$ cat config.mk
export PLATFORM = sky130hd
export DESIGN_NAME = pipelined_comparator
export DESIGN_NICKNAME = d
export VERILOG_FILES = /design/src/rtl/cmp_pkg.sv /design/src/rtl/cmp_digit.sv /design/src/rtl/pipelined_comparator.sv
export SDC_FILE = /design/constraint.sdc
export NUM_CORES = 1
export LEC_CHECK = 0
export BUFFER_PORTS_ARGS = -buffer_cell sky130_fd_sc_hd__buf_2
export CORE_MARGIN = 1.5
export CORE_UTILIZATION = 30
export DETAILED_ROUTE_END_ITERATION = 8
export GPL_TIMING_DRIVEN = 0
export MAX_ROUTING_LAYER = met4
export PLACE_DENSITY = 0.57
export REMOVE_ABC_BUFFERS = 1
export SYNTH_ARGS = -nofsm -noshare
export SYNTH_HDL_FRONTEND = slang
export SYNTH_HIERARCHICAL = 1
export SYNTH_SLANG_ARGS = --single-unit
$ cat constraint.sdc
create_clock -name clk -period 3.5 [get_ports clk]
set_input_delay 0.35 -clock clk [delete_from_list [all_inputs] [get_ports clk]]
set_output_delay 0.35 -clock clk [all_outputs]
set_load 0.05 [all_outputs]
$ cat src/rtl/cmp_pkg.sv
// Shared types and result encodings for the digit-serial comparator.
package cmp_pkg;

  typedef enum logic [1:0] {
    IDLE    = 2'd0,
    COMPARE = 2'd1,
    DONE    = 2'd2
  } state_e;

  // Result encodings {G,E,L}
  localparam logic [2:0] R_GT   = 3'b100;
  localparam logic [2:0] R_EQ   = 3'b010;
  localparam logic [2:0] R_LT   = 3'b001;
  localparam logic [2:0] R_NONE = 3'b000;

endpackage

$ cat src/rtl/cmp_digit.sv
// Combinational magnitude compare of one DIGIT-wide slice.
module cmp_digit #(
  parameter int unsigned DIGIT = 4
) (
  input  logic [DIGIT-1:0] a,
  input  logic [DIGIT-1:0] b,
  output logic             gt,
  output logic             lt
);

  assign gt = (a > b);
  assign lt = (a < b);

endmodule

$ cat src/rtl/pipelined_comparator.sv
// Digit-serial magnitude comparator: scans operands MSB digit first and
// stops at the first differing digit; signed mode biases the sign bit.
module pipelined_comparator
  import cmp_pkg::*;
#(
  parameter int unsigned WIDTH = 16,
  parameter int unsigned DIGIT = 4
) (
  input  logic                                 clk,
  input  logic                                 rst_n,
  input  logic [WIDTH-1:0]                     A,
  input  logic [WIDTH-1:0]                     B,
  input  logic                                 is_signed,
  input  logic                                 in_valid,
  output logic                                 in_ready,
  output logic [2:0]                           R,
  output logic                                 out_valid,
  input  logic                                 out_ready,
  output logic [$clog2(WIDTH/DIGIT):0]         cycles
);

  localparam int unsigned ND = WIDTH / DIGIT;
  localparam int unsigned KW = (ND > 1) ? $clog2(ND) : 1;
  localparam int unsigned CW = $clog2(ND) + 1;

  state_e           state_q, state_d;
  logic [WIDTH-1:0] a_q, a_d, b_q, b_d;
  logic [KW-1:0]    k_q, k_d;
  logic [CW-1:0]    cnt_q, cnt_d;
  logic [CW-1:0]    cycles_d;
  logic [2:0]       r_d;
  logic             out_valid_d, in_ready_d;
  logic [WIDTH-1:0] msb_mask;
  logic [DIGIT-1:0] dig_a, dig_b;
  logic             dig_gt, dig_lt;

  // Flipping the sign bit maps two's-complement order onto unsigned order.
  assign msb_mask = {is_signed, {(WIDTH-1){1'b0}}};

  // Single digit comparator fed by the digit selected by k
  assign dig_a = a_q[k_q*DIGIT +: DIGIT];
  assign dig_b = b_q[k_q*DIGIT +: DIGIT];

  cmp_digit #(.DIGIT(DIGIT)) u_digit (
    .a  (dig_a),
    .b  (dig_b),
    .gt (dig_gt),
    .lt (dig_lt)
  );

  always_comb begin
    state_d     = state_q;
    a_d         = a_q;
    b_d         = b_q;
    k_d         = k_q;
    cnt_d       = cnt_q;
    cycles_d    = cycles;
    r_d         = R;
    out_valid_d = 1'b0;
    in_ready_d  = 1'b0;

    unique case (state_q)
      IDLE: begin
        if (in_valid && in_ready) begin
          a_d     = A ^ msb_mask;
          b_d     = B ^ msb_mask;
          k_d     = KW'(ND - 1);
          cnt_d   = '0;
          state_d = COMPARE;
        end
      end
      COMPARE: begin
        cnt_d = cnt_q + CW'(1);
        if (dig_gt) begin
          r_d      = R_GT;
          cycles_d = cnt_q + CW'(1);
          state_d  = DONE;
        end else if (dig_lt) begin
          r_d      = R_LT;
          cycles_d = cnt_q + CW'(1);
          state_d  = DONE;
        end else if (k_q == '0) begin
          r_d      = R_EQ;
          cycles_d = cnt_q + CW'(1);
          state_d  = DONE;
        end else begin
          k_d = k_q - KW'(1);
        end
      end
      DONE: begin
        if (out_ready) state_d = IDLE;
      end
      default: state_d = IDLE;
    endcase

    out_valid_d = (state_d == DONE);
    in_ready_d  = (state_d == IDLE);
  end

  always_ff @(posedge clk or negedge rst_n) begin
    if (!rst_n) begin
      state_q   <= IDLE;
      a_q       <= '0;
      b_q       <= '0;
      k_q       <= '0;
      cnt_q     <= '0;
      cycles    <= '0;
      R         <= R_NONE;
      out_valid <= 1'b0;
      in_ready  <= 1'b1;
    end else begin
      state_q   <= state_d;
      a_q       <= a_d;
      b_q       <= b_d;
      k_q       <= k_d;
      cnt_q     <= cnt_d;
      cycles    <= cycles_d;
      R         <= r_d;
      out_valid <= out_valid_d;
      in_ready  <= in_ready_d;
    end
  end

endmodule

==> impl_metrics.env <==
export IMPL_powerDensity_nw_per_um2=1000
export IMPL_final_min_clock_period_ps=3060
export IMPL_critPathBufInv=0
export IMPL_vias=1352
export IMPL_r2r_setup_slack_ps=440
export IMPL_wl_met1_mm=1.89
export IMPL_crit_family="simple AND/OR/NAND/NOR gates"
export IMPL_layout_commonest_cell="dfrtp_1"
export IMPL_outcome="completed"
export IMPL_leakage_nw=1.18
export IMPL_pre_cts_ws_ps=169
export IMPL_postRouteAntennaNets=0
export IMPL_ys_flop_type="dfrtp_1"
export IMPL_syn_area_um2=2180
export IMPL_htreeDepth=2
export IMPL_cp_max_fo=11
export IMPL_yosysSeqAreaShare_pct=53.9
export IMPL_clk_path_buf_depth=2
export IMPL_slew_viol_final=0
export IMPL_crit_arrival_ps=3240
export IMPL_max_vdd_ir_drop_mv=0.288
export IMPL_clockRootBuffer="clkbuf_8"
export IMPL_insertion_delay_ps=290
export IMPL_diodes=0
export IMPL_ys_warn_count=6
export IMPL_cts_buffers=5
export IMPL_portBuffers=44
export IMPL_ys_ff_latch=47
export IMPL_avgSynthCellArea_um2=14.2
export IMPL_cp_slowest_cell="dfrtp_2"
export IMPL_clock_sinks=47
export IMPL_initial_utilization_pct=31.6
export IMPL_r2r_start="k_q[0]"
export IMPL_hp_class="input port to asynchronous set/reset pin"
export IMPL_antenna_found_initial=0
export IMPL_drt_iter0_markers=50
export IMPL_vias_per_cell=4.58
export IMPL_finClkSkew_ps=2.69
export IMPL_critical_path_cell_chain="mux4_2 -> ha_1 -> nand2_1 -> o21bai_1 -> and2_1 -> nor3_2 -> nand2b_1 -> mux2_2"
export IMPL_coreArea_um2=6910
export IMPL_yosys_cell_types_count=32
export IMPL_dp_hpwl_mm=2.65
export IMPL_setup_viol=0
export IMPL_rsz0062_at_grt="false"
export IMPL_dr_wl_met2_mm=1.70
export IMPL_critPathRequiredTime_ps=3680
export IMPL_slew_headroom_pct=31.0
export IMPL_fin_setup_tns_ps=0
export IMPL_finalHoldViolCount=0
export IMPL_slowest_delay_ps=580
export IMPL_cp_start_kind="register"
export IMPL_met3_length_um=188
export IMPL_place_congestion=0.761
export IMPL_grtUsageTotal_pct=11.3
export IMPL_dieWidth_um=88.3
export IMPL_postCtsHoldBufs=0
export IMPL_final_nets=241
export IMPL_wire_per_inst_um=12.9
export IMPL_worst_slack_ps=443
export IMPL_maxUsedRoutingLayer="met4"
export IMPL_grt_max_degree=48
export IMPL_critPathKind="register to register"
export IMPL_post_place_cells=287
export IMPL_max_freq_ghz=0.327
export IMPL_grt_overflow_total=0
export IMPL_layoutNonFillerInstCount=295
export IMPL_syn_inst=154
export IMPL_maxCapViolations=0
export IMPL_drt_total_wl_mm=3.82
export IMPL_r2r_end="cycles[1]"
export IMPL_final_cell_mix="dfrtp_1 (45), buf_2 (44), mux2_2 (30)"
export IMPL_cts_tree="yes"
export IMPL_synth_edf_count=0
export IMPL_dieArea_um2=7800
export IMPL_period_share_pct=87.3
export IMPL_path_clk_slew_ps=80
export IMPL_die_y_um=88.3
export IMPL_area_growth_pct=17.7
export IMPL_ioPinCount=45
export IMPL_tightest_slew_ps=1040
export IMPL_synth_async_reset_ratio_pct=100
export IMPL_drive_above_1_share_pct=48.7
export IMPL_setup_worst_path_end_class="register"
export IMPL_drtPass1Iterations=4
export IMPL_grt_pass1_wl_mm=6.60
export IMPL_r2r_cells=8
export IMPL_rows=30
export IMPL_grt_pass1_vias=1466
export IMPL_route_detailed_drc=0
final cells by class:
type	count	area (µm²)
fill	709	4340
multi-input combinational	93	923
tap	96	120
clock buffer	8	100
inverter	7	26.3
timing repair buffer	44	220
sequential	47	1180
cell usage after synthesis (2+ instances only):
cell / n / area [µm²]
ha_1: 6 / 75.1
mux4_2: 8 / 180
buf_4: 2 / 15.0
a31oi_1: 2 / 12.5
a21oi_1: 4 / 20.0
inv_1: 7 / 26.3
nand2b_1: 5 / 31.3
mux2_2: 30 / 338
buf_2: 3 / 15.0
o21a_1: 2 / 15.0
dfrtp_1: 46 / 1150
xnor2_1: 2 / 17.5
o21ai_0: 8 / 40.0
mux2_4: 2 / 30.0
nor2_1: 6 / 22.5
nand2_1: 5 / 18.8
per-layer routing:
| layer | up-vias | GRT usage (%) |
|---|---|---|
| met3 | 7 | 2.89 |
| met2 | 41 | 17.8 |
| met4 | 0 | 2.56 |
| met5 | - | - |
| met1 | 664 | 14.8 |
| li1 | 640 | - |
through the flow:
stage	utilization [%]	power, W	hold slack [ps]	area [µm²]
2_1_floorplan	-	0.00197	54.4	2130
3_3_place_gp	35.7	0.00223	474	2470
3_5_place_dp	35.7	0.00225	481	2470
4_1_cts	37.2	0.00262	259	2570
5_1_grt	37.2	0.00280	274	2570
6_report	37.2	0.00258	224	2570
repair_timing:
item | in CTS | in global routing
buffers inserted | 0 | 0
hold endpoints to repair | 0 | 0
resized for setup | 0 | 1
endpoints found under the setup margin | 0 | 1
registers in the layout, summed over array words and instances (netlist names):
signal     count
cnt_q          3
R              3
k_q            2
state_q        2
a_q           16
cycles         3
out_valid      1
in_ready       1
b_q           16
worst max-delay path by stage:
stage	to	from	cells past startpoint	slack, ps
6_report	cycles[1]	k_q[0]	8	440
5_1_grt	cycles[1]	k_q[0]	8	240
4_1_cts	cycles[1]	k_q[0]	8	150
3_5_place_dp	cycles[1]	k_q[0]	8	170
3_3_place_gp	cycles[1]	k_q[0]	8	170
2_1_floorplan	cycles[1]	k_q[0]	8	700
report_power, final:
group          internal (W)  switching [W]  total (W)
Sequential         0.000816       0.000159   0.000975
Clock              0.000180       0.000171   0.000352
Combinational      0.000619       0.000632    0.00125
kinds of logic (layout without fill, tap and decap cells):
logic type      count (synthesis)  after routing  synth area share [%]
buf+inv                        14             59                  3.78
simple gates                   22             22                  6.13
mux                            41             41                  25.6
flops                          47             47                  53.9
xor+xnor                        2              2                 0.802
compound gates                 22             22                  6.36
fa+ha+maj                       6              6                  3.44
Note: power is estimated with default switching activity, not from simulation.
